==> config.mk <==
export PLATFORM = sky130hd
export DESIGN_NAME = fib_seq_engine
export DESIGN_NICKNAME = d
export VERILOG_FILES = /design/src/rtl/fib_seq_engine.sv
export SDC_FILE = /design/constraint.sdc
export NUM_CORES = 1
export LEC_CHECK = 0
export ABC_AREA = 0
export BUFFER_PORTS_ARGS = -buffer_cell sky130_fd_sc_hd__buf_2
export CAP_MARGIN = 20
export CORE_UTILIZATION = 62
export CTS_BUF_LIST = sky130_fd_sc_hd__clkbuf_8
export DETAILED_ROUTE_END_ITERATION = 12
export GPL_TIMING_DRIVEN = 0
export PLACE_DENSITY = 0.83
export SLEW_MARGIN = 40
export SYNTH_ARGS = -nofsm -noshare
export SYNTH_HDL_FRONTEND = slang
export SYNTH_SLANG_ARGS = --single-unit
==> constraint.sdc <==
create_clock -name clk -period 5.75 [get_ports clk]
set_input_delay 0.8625 -clock clk [delete_from_list [all_inputs] [get_ports clk]]
set_output_delay 0.8625 -clock clk [all_outputs]
set_load 0.01 [all_outputs]
==> src/rtl/fib_seq_engine.sv <==
// Generalised second-order recurrence engine: F(i) = A*F(i-1) + B*F(i-2).
// One term per clock; start/ready handshake with a sticky per-run overflow flag.
module fib_seq_engine #(
  parameter int DW = 16,
  parameter int NW = 6,
  parameter int CW = 4
) (
  input  logic          clk,
  input  logic          rst,
  input  logic          start,
  input  logic [NW-1:0] n,
  input  logic [CW-1:0] coef_a,
  input  logic [CW-1:0] coef_b,
  input  logic [DW-1:0] seed0,
  input  logic [DW-1:0] seed1,
  output logic [DW-1:0] out,
  output logic          outReady,
  output logic          busy,
  output logic          ovf
);

  localparam int FW = DW + CW + 1;

  typedef enum logic [1:0] {
    IDLE = 2'd0,
    CALC = 2'd1,
    DONE = 2'd2
  } state_t;

  state_t        state_reg, state_next;
  logic [CW-1:0] a_reg, b_reg;
  logic [DW-1:0] pp_reg, p_reg, out_reg;
  logic [NW-1:0] cnt_reg;
  logic          ovf_reg;

  logic          accept;
  logic          last_term;
  logic [FW-1:0] full;
  logic [DW-1:0] nxt;
  logic          term_ovf;

  // start is only honoured outside CALC; requests during a run are dropped
  assign accept    = start && (state_reg != CALC);
  assign last_term = (cnt_reg == NW'(2));

  always_comb begin
    full     = FW'(a_reg) * FW'(p_reg) + FW'(b_reg) * FW'(pp_reg);
    nxt      = full[DW-1:0];
    term_ovf = |full[FW-1:DW];
  end

  always_ff @(posedge clk) begin
    if (rst) begin
      state_reg <= IDLE;
    end else begin
      state_reg <= state_next;
    end
  end

  always_comb begin
    state_next = state_reg;
    case (state_reg)
      IDLE, DONE: begin
        if (start) begin
          state_next = (n < NW'(2)) ? DONE : CALC;
        end
      end
      CALC: begin
        if (last_term) begin
          state_next = DONE;
        end
      end
      default: state_next = IDLE;
    endcase
  end

  always_comb begin
    busy     = (state_reg == CALC);
    outReady = (state_reg == DONE);
    out      = out_reg;
    ovf      = ovf_reg;
  end

  // Datapath: cnt counts down from n; the edge with cnt==2 produces F(n)
  always_ff @(posedge clk) begin
    if (rst) begin
      a_reg   <= '0;
      b_reg   <= '0;
      pp_reg  <= '0;
      p_reg   <= '0;
      cnt_reg <= '0;
      out_reg <= '0;
      ovf_reg <= 1'b0;
    end else if (accept) begin
      a_reg   <= coef_a;
      b_reg   <= coef_b;
      pp_reg  <= seed0;
      p_reg   <= seed1;
      cnt_reg <= n;
      ovf_reg <= 1'b0;
      if (n == NW'(0)) begin
        out_reg <= seed0;
      end else if (n == NW'(1)) begin
        out_reg <= seed1;
      end
    end else if (state_reg == CALC) begin
      pp_reg  <= p_reg;
      p_reg   <= nxt;
      cnt_reg <= cnt_reg - NW'(1);
      ovf_reg <= ovf_reg | term_ovf;
      if (last_term) begin
        out_reg <= nxt;
      end
    end
  end

endmodule

==> impl_metrics.tcl, run 1 <==
set metrics [dict create \
    dr.first_iter.drc_count 573 \
    stdcell_count 995 \
    num_rows 38 \
    crit_type "reg2reg" \
    wl_per_cell_um 20.2 \
    gr-total-overflow 0 \
    switching_power_uw 538 \
    clockPowerShare 0.301 \
    setup_slack_ns 0.244 \
    hold_viol 0 \
    yosysSeqAreaShare 0.190 \
    clk_path_buf_depth 2 \
    status "finished, final reports clean" \
    yosysTopAreaCellShare 0.262 \
    fill_cells 857 \
    fin_crit_ns 5.51 \
    worstMarginPinSlew_ns 0.818 \
    dpl_worst_slack_ns -0.125 \
    vias_per_cell 6.18 \
    comb_power_share 0.314 \
    die-area_um2 11500 \
    synth_seq_cells 65 \
    slew-limit-headroom 0.455 \
    detailed_place_hpwl_um 15700 \
    place.gp.congestion 0.929 \
    drt_pass1_iterations 5 \
    switching_share 0.371 \
    die_x_um 107 \
    dp_cells 979 \
    p_per_area_nw_per_um2 191 \
    rsz0062_at_grt "false" \
    worstPathArrival_ns 5.75 \
    period_share 0.958 \
    hold_path_end "out[5]" \
    yosys_warnings 0 \
    yosysUniqueCellTypes 55 \
    drt_wl_total_um 20100 \
    internal_power_uw 913 \
    grt_antenna_before_repair 0 \
    reg2reg_to "ovf" \
    numPortBuffers 66 \
    clkLatencyLatePin_ns 0.36 \
    async_flop_share 0 \
    drv_cap 0 \
    synth_edf_count 0 \
    clkSinkCount 65 \
    yosysTopAreaCell "fa_1" \
    max_freq_ghz 0.182 \
    core_um2 10800 \
    ys_top_cells_by_area "fa_1 26%, dfxtp_1 19%, and2_1 8.1%" \
    hold_class "reg2reg" \
    setup_viol 0 \
    synthesis.nets 947 \
    clk_pin_slew_worst_paths_ns 0.08 \
    start_util 0.636 \
    cts_made_buffers 9 \
    rr_startpoint "a_reg[2]" \
    reg2reg_depth 17 \
    cts_tree "built" \
    tns_ns 0 \
    area_growth_pct 10.8 \
    crit_required_ns 6.00 \
    vias 6146 \
    cts_root_buffer "clkbuf_8" \
    leakage_nw 3.61 \
    synth_cells 773 \
    syn_area_um2 6870 \
    nNetsFinal 1024 \
    first_global_vias 6235 \
    regToRegSetupSlack_ns 0.24 \
    track_usage 0.371 \
    drive_gt1_frac 0.135 \
    grt_pass1_wl_um 31900 \
    ir_worst_vdd_v 0.000181 \
    start_kind "flip-flop" \
    ys.flop_type "dfxtp_1" \
    maxSlewViolCount 0 \
    ant_nets 0 \
    worstSetupEndpointType "flip-flop" \
    skew_ns 0.00996 \
    hold_depth 2 \
    power_frac_seq 0.385 \
    htreeDepth 3 \
    diodes 0 \
    hold_path.startpoint "out[5]" \
    synth.avg_cell_area_um2 8.88 \
    ioPinCount 68 \
    drc 0 \
    die_y_um 107 \
    grt_max_degree 13 \
    worst-path-max-fanout 10 \
]
[placed cells by master (no fill, tap or decap), types with 9 or more instances in the layout]
master	synthesis	final
ha_1	35	35
nor2_1	53	53
clkbuf_8	0	9
and2_1	89	89
a21oi_1	39	39
a211oi_1	41	41
nand2_1	97	97
buf_1	9	9
buf_2	4	70
dfxtp_1	65	59
clkbuf_1	23	17
inv_1	75	75
mux2i_1	41	41
o211ai_1	10	10
fa_1	90	90
o21ai_0	10	10
[routing by layer]
metal	part of all wire	global-route usage	vias to the layer above
li1	-	-	2711
met3	0.11	0.0669	67
met2	0.47	0.612	368
met1	0.37	0.472	3000
met5	0	0	-
met4	0.046	0.173	0
[power groups by stage]
stage          Combinational [mW]  Sequential [mW]  Clock, mW
6_report                    0.456            0.559      0.437
5_1_grt                     0.503            0.561      0.451
4_1_cts                     0.449            0.555      0.430
3_5_place_dp                0.443            0.565          0
3_3_place_gp                0.425            0.563          0
2_1_floorplan               0.315            0.532          0
[final cells by class]
class                      count  area, um2  area share
timing repair buffer          66        330      0.0434
tap                          140        175      0.0230
multi-input combinational    595       5120       0.673
clock inverter                 7       95.1      0.0125
inverter                      75        282      0.0370
clock buffer                   9        124      0.0163
buffer                        38        170      0.0224
sequential                    65       1310       0.172
[what timing repair did]
action | in CTS | in global routing
hold buffers | 0 | 0
hold endpoints to repair | 0 | 0
setup buffers | 0 | 0
gates resized for setup | 5 | 9
endpoints found under the setup margin | 3 | 4
[critical path, cell delays in order, from the launching register on]
cell and delay [ns]:
dfxtp_2 0.51, clkbuf_2 0.33, nand2_1 0.14, fa_1 0.52, fa_1 0.55, inv_1 0.06, fa_1 0.53, inv_1 0.06
fa_1 0.60, inv_1 0.06, ha_1 0.31, a211oi_1 0.33, nor3_1 0.14, o311ai_2 0.34, nand3_2 0.22, o31ai_1 0.32
xnor2_1 0.13, o31a_1 0.25
[cells in the mapped netlist, types with 5 or more instances]
cell	n
nand2b_1	6
a21oi_1	39
inv_1	75
nand2_1	97
clkbuf_1	23
o211ai_1	10
xor2_1	5
and2_1	89
ha_1	35
o21bai_1	5
a21o_1	7
fa_1	90
nor2b_1	8
o21ai_0	10
nand3_1	5
nor2_1	53
buf_1	9
dfxtp_1	65
mux2i_1	41
a211oi_1	41
xnor2_1	8
[worst max-delay path by stage]
| stage | startpoint | to | slack [ns] | cells after the start |
|---|---|---|---|---|
| 2_1_floorplan | a_reg[2] | out[13] | 0.90 | 17 |
| 5_1_grt | a_reg[2] | ovf | 0.04 | 17 |
| 3_3_place_gp | a_reg[3] | ovf | -0.07 | 17 |
| 6_report | a_reg[2] | ovf | 0.24 | 17 |
| 3_5_place_dp | b_reg[1] | ovf | -0.12 | 17 |
| 4_1_cts | b_reg[1] | ovf | 0.05 | 17 |
[cell families (layout without fill, tap and decap cells)]
logic type      count (synthesis)  in the layout  synth area share
buf+inv                       113            195            0.0647
flops                          65             65             0.190
fa+ha+maj                     125            125             0.326
xor+xnor                       13             13            0.0166
simple gates                  274            274             0.196
mux                            46             46            0.0680
compound gates                137            137             0.139
[metrics by stage]
| step | hold slack, ns | total power [mW] | area, um2 | utilization |
|---|---|---|---|---|
| 2_1_floorplan | 0.476 | 0.847 | 6870 | - |
| 3_3_place_gp | 0.438 | 0.988 | 7370 | 0.683 |
| 3_5_place_dp | 0.441 | 1.01 | 7370 | 0.683 |
| 4_1_cts | 0.451 | 1.43 | 7600 | 0.704 |
| 5_1_grt | 0.469 | 1.51 | 7610 | 0.705 |
| 6_report | 0.449 | 1.45 | 7610 | 0.705 |
No activity file was read; power rests on OpenSTA's default activity.
==> inputs of run 2 (changes only) <==
CELL_PAD_IN_SITES_DETAIL_PLACEMENT = 1   (was default)
CELL_PAD_IN_SITES_GLOBAL_PLACEMENT = 2   (was default)
CORE_UTILIZATION = 39   (was 62)
PLACE_DENSITY = default   (was 0.83)
PLACE_DENSITY_LB_ADDON = 0.1   (was default)
==> impl_metrics.tcl, run 2 (synthesized netlist as in run 1, its figures left out) <==
set metrics [dict create \
    grt_pass1_wl_um 36000 \
    regToRegSetupSlack_ns 0.35 \
    hold_depth 2 \
    rr_startpoint "a_reg[2]" \
    place.gp.congestion 0.828 \
    die-area_um2 18100 \
    dpl_worst_slack_ns -0.317 \
    vias 5875 \
    start_util 0.398 \
    worstMarginPinSlew_ns 0.807 \
    hold_path_end "out[1]" \
    ir_worst_vdd_v 0.0000978 \
    maxSlewViolCount 0 \
    die_x_um 135 \
    numPortBuffers 66 \
    detailed_place_hpwl_um 18700 \
    drv_cap 0 \
    ant_nets 0 \
    grt_antenna_before_repair 0 \
    worst-path-max-fanout 10 \
    setup_slack_ns 0.348 \
    drt_pass1_iterations 4 \
    p_per_area_nw_per_um2 185 \
    tns_ns 0 \
    die_y_um 135 \
    setup_viol 0 \
    fin_crit_ns 5.40 \
    crit_required_ns 6.03 \
    status "finished, final reports clean" \
    clkSinkCount 65 \
    rsz0062_at_grt "false" \
    final_common_cell "nand2_1" \
    diodes 0 \
    first_global_vias 6434 \
    num_rows 48 \
    max_freq_ghz 0.185 \
    track_usage 0.265 \
    grt_max_degree 13 \
    clk_pin_slew_worst_paths_ns 0.08 \
    dr.first_iter.drc_count 184 \
    slew-limit-headroom 0.462 \
    reg2reg_to "out[13]" \
    drc 0 \
    hold_path.startpoint "out[1]" \
    drive_gt1_frac 0.138 \
    vias_per_cell 5.44 \
    skew_ns 0.0104 \
    cts_made_buffers 9 \
    hold_viol 0 \
    htreeDepth 3 \
    clk_path_buf_depth 2 \
    gr-total-overflow 0 \
    nNetsFinal 1024 \
    crit_type "reg2reg" \
    fill_cells 2067 \
    worstPathArrival_ns 5.68 \
    hold_class "reg2reg" \
    core_um2 17200 \
    start_kind "flip-flop" \
    cts_root_buffer "clkbuf_8" \
    clkLatencyLatePin_ns 0.36 \
    period_share 0.939 \
    drt_wl_total_um 23000 \
    wl_per_cell_um 21.3 \
    area_growth_pct 12.4 \
    ioPinCount 68 \
    leakage_nw 3.60 \
    layout_common_cells "97 x nand2_1, 90 x fa_1, 89 x and2_1" \
    worstSetupEndpointType "flip-flop" \
    reg2reg_depth 17 \
    cts_tree "built" \
]
## run 2: cell count changes in the layout (fill, tap and decap cells not counted), sizes merged
cell / before / now
clkinvlp: 1 / 3
bufinv: 2 / 1
clkinv: 4 / 3
## run 2: how the worst max path moves through the flow
stage | depth (start not counted) | end | startpoint | slack [ns]
final | 17 | out[13] | a_reg[2] | 0.35
after detailed placement | 17 | out[13] | a_reg[3] | -0.32
after global routing | 17 | out[13] | a_reg[2] | 0.07
after global placement | 17 | out[13] | a_reg[3] | -0.28
after floorplan | 17 | out[13] | a_reg[2] | 0.90
after CTS | 17 | ovf | b_reg[1] | 0.01
## run 2: cell type report
class / count / area [um2] / area share
multi-input cells: 595 / 5150 / 0.667
flip-flops and latches: 65 / 1310 / 0.169
repair buffers: 66 / 330 / 0.0428
inverters: 75 / 282 / 0.0365
well taps: 225 / 282 / 0.0365
plain buffers: 38 / 175 / 0.0227
clock buffers: 9 / 124 / 0.0161
clock inverters: 7 / 71.3 / 0.00924
## run 2: what timing repair did
action                                 CTS  global route
pin swaps                                0             0
setup endpoints to repair                6             4
gates resized for setup                 10             9
endpoints found under the hold margin    0             0
hold buffers                             0             0
buffers inserted                         0             0
## run 2: power by group
group	internal, mW	leakage (nW)	switching, mW
sequential	0.490	0.536	0.0672
combinational	0.179	2.97	0.294
clock	0.199	0.0912	0.200
total	0.868	3.60	0.561
## run 2: worst max-delay path, stage by stage (launching register included)
cell and delay (ns):
dfxtp_2 0.51, clkbuf_4 0.29, nand2_1 0.10, fa_1 0.53, fa_1 0.55, inv_1 0.05, fa_1 0.53, inv_1 0.05
fa_1 0.58, inv_1 0.06, ha_1 0.31, a211oi_2 0.25, nor3_1 0.14, o31a_1 0.34, o41ai_2 0.29, xor2_2 0.20
mux2_2 0.32, a211oi_2 0.20
## run 2: stage by stage
| stage | cells | power (mW) | cell area [um2] | utilization | hold WS [ns] |
|---|---|---|---|---|---|
| floorplan | 773 | 0.847 | 6870 | - | 0.476 |
| global placement | 1064 | 1.02 | 7480 | 0.434 | 0.442 |
| detailed placement | 1064 | 1.03 | 7480 | 0.434 | 0.447 |
| CTS | 1080 | 1.44 | 7690 | 0.446 | 0.462 |
| global route | 1080 | 1.51 | 7720 | 0.448 | 0.473 |
| finish | 1080 | 1.43 | 7720 | 0.448 | 0.460 |
## run 2: routing by layer
metal  GRT usage  wire length, um  vias to the layer above
met5           0                0                        -
met4      0.0774              510                        0
met3      0.0259              732                       29
met2       0.454            11200                      109
met1       0.355            10600                     3023
li1            -                -                     2714
==> inputs of run 3 (changes only) <==
REMOVE_ABC_BUFFERS = 1   (was default)
==> impl_metrics.tcl, run 3 (synthesized netlist as in run 1, its figures left out) <==
set metrics [dict create \
    status "finished, final reports clean" \
    num_rows 48 \
    vias 5701 \
    die_x_um 135 \
    p_per_area_nw_per_um2 183 \
    max_freq_ghz 0.183 \
    worstSetupEndpointType "flip-flop" \
    grt_pass1_wl_um 34000 \
    start_util 0.398 \
    area_growth_pct 10.2 \
    switching_power_uw 527 \
    cts_made_buffers 9 \
    setup_viol 0 \
    drv_cap 0 \
    stdcell_count 1043 \
    ioPinCount 68 \
    cts_tree "built" \
    wl_per_cell_um 20.2 \
    switching_share 0.381 \
    place.gp.congestion 0.787 \
    clk_pin_slew_worst_paths_ns 0.07 \
    track_usage 0.250 \
    drt_wl_total_um 21100 \
    ant_nets 0 \
    whs_ns 0.456 \
    clkLatencyLatePin_ns 0.36 \
    fill_cells 2032 \
    vias_per_cell 5.47 \
    maxSlewViolCount 0 \
    layout_common_cells "97 x nand2_1, 90 x fa_1, 88 x and2_1" \
    gr-total-overflow 0 \
    ir_worst_vdd_v 0.000114 \
    worst-path-max-fanout 17 \
    fin_util 0.439 \
    hold_class "reg2reg" \
    dr.first_iter.drc_count 183 \
    cts_setup_buffers 0 \
    cts_root_buffer "clkbuf_8" \
    first_global_vias 6284 \
    hold_viol 0 \
    worstPathArrival_ns 5.74 \
    internal_power_uw 855 \
    leakage_nw 3.53 \
    start_kind "flip-flop" \
    numPortBuffers 67 \
    grt_antenna_before_repair 0 \
    drive_gt1_frac 0.128 \
    crit_required_ns 6.01 \
    fin_crit_ns 5.48 \
    tns_ns 0 \
    slew-limit-headroom 0.441 \
    comb_power_share 0.310 \
    die-area_um2 18100 \
    period_share 0.953 \
    final_area_um2 7560 \
    clockPowerShare 0.278 \
    clkSinkCount 65 \
    skew_ns 0.00926 \
    grt_max_degree 66 \
    power_frac_seq 0.412 \
    crit_type "reg2reg" \
    die_y_um 135 \
    core_um2 17200 \
    diodes 0 \
    htreeDepth 3 \
    rsz0062_at_grt "false" \
    drt_pass1_iterations 4 \
    nNetsFinal 990 \
    clk_path_buf_depth 2 \
    drc 0 \
    worstMarginPinSlew_ns 0.837 \
    detailed_place_hpwl_um 15800 \
    placed_area_um2 7390 \
    final_common_cell "nand2_1" \
    dp_cells 1030 \
]
run 3: cell types whose count changed in the layout (fill, tap and decap cells not counted), moves of 2 or more:
cell and change:
clkbuf_4 -2, clkinvlp_4 -2, buf_2 -5, buf_4 +2, clkbuf_1 -17, clkbuf_2 -4, buf_1 -9
run 3: per-layer routing:
layer	routed length (um)	vias up	global-route usage
li1	-	2641	-
met1	9120	2925	0.315
met2	10800	108	0.443
met3	707	27	0.0342
met4	408	0	0.0768
met5	0	-	0
run 3: final timing paths:
check             slack (ns)  startpoint  cells past startpoint  endpoint
setup / recovery        0.27    b_reg[3]                     16       ovf
hold reg to reg         0.46      out[4]                      2    out[4]
hold / removal          0.46      out[4]                      2    out[4]
setup reg to reg        0.27    b_reg[3]                     16       ovf
run 3: critical path, cell delays in order, from the launching register on:
cell	delay, ns
dfxtp_1	0.78
nand2_1	0.15
fa_1	0.49
fa_1	0.49
inv_1	0.06
fa_1	0.54
inv_1	0.06
fa_1	0.60
inv_1	0.06
ha_1	0.30
a211oi_1	0.32
nor3_1	0.14
o311ai_2	0.33
nand3_1	0.28
o31ai_1	0.37
xnor2_1	0.13
o31a_1	0.24
run 3: repair_timing:
item / CTS / global route
hold buffers: 0 / 0
endpoints found under the setup margin: 1 / 3
cloned: 0 / 0
resized for setup: 1 / 4
run 3: layout make-up:
cell class / count / area [um2] / area share
Timing Repair Buffer: 70 / 387 / 0.0511
Multi-Input combinational cell: 595 / 5140 / 0.679
Sequential cell: 65 / 1310 / 0.173
Clock buffer: 9 / 124 / 0.0164
Clock inverter: 4 / 47.5 / 0.00629
Tap cell: 225 / 282 / 0.0372
Inverter: 75 / 282 / 0.0372
run 3: through the flow:
stage / total power, mW / worst slack (ns)
2_1_floorplan: 0.825 / 1.02
3_3_place_gp: 0.990 / 0.0842
3_5_place_dp: 1.01 / 0.0487
4_1_cts: 1.40 / 0.0604
5_1_grt: 1.47 / 0.0418
6_report: 1.38 / 0.271
run 3: power groups by stage:
stage          logic [mW]  clock network, mW  registers [mW]
5_1_grt             0.483              0.411           0.576
6_report            0.428              0.384           0.570
4_1_cts             0.434              0.397           0.569
3_3_place_gp        0.414                  0           0.576
2_1_floorplan       0.289                  0           0.537
3_5_place_dp        0.429                  0           0.579
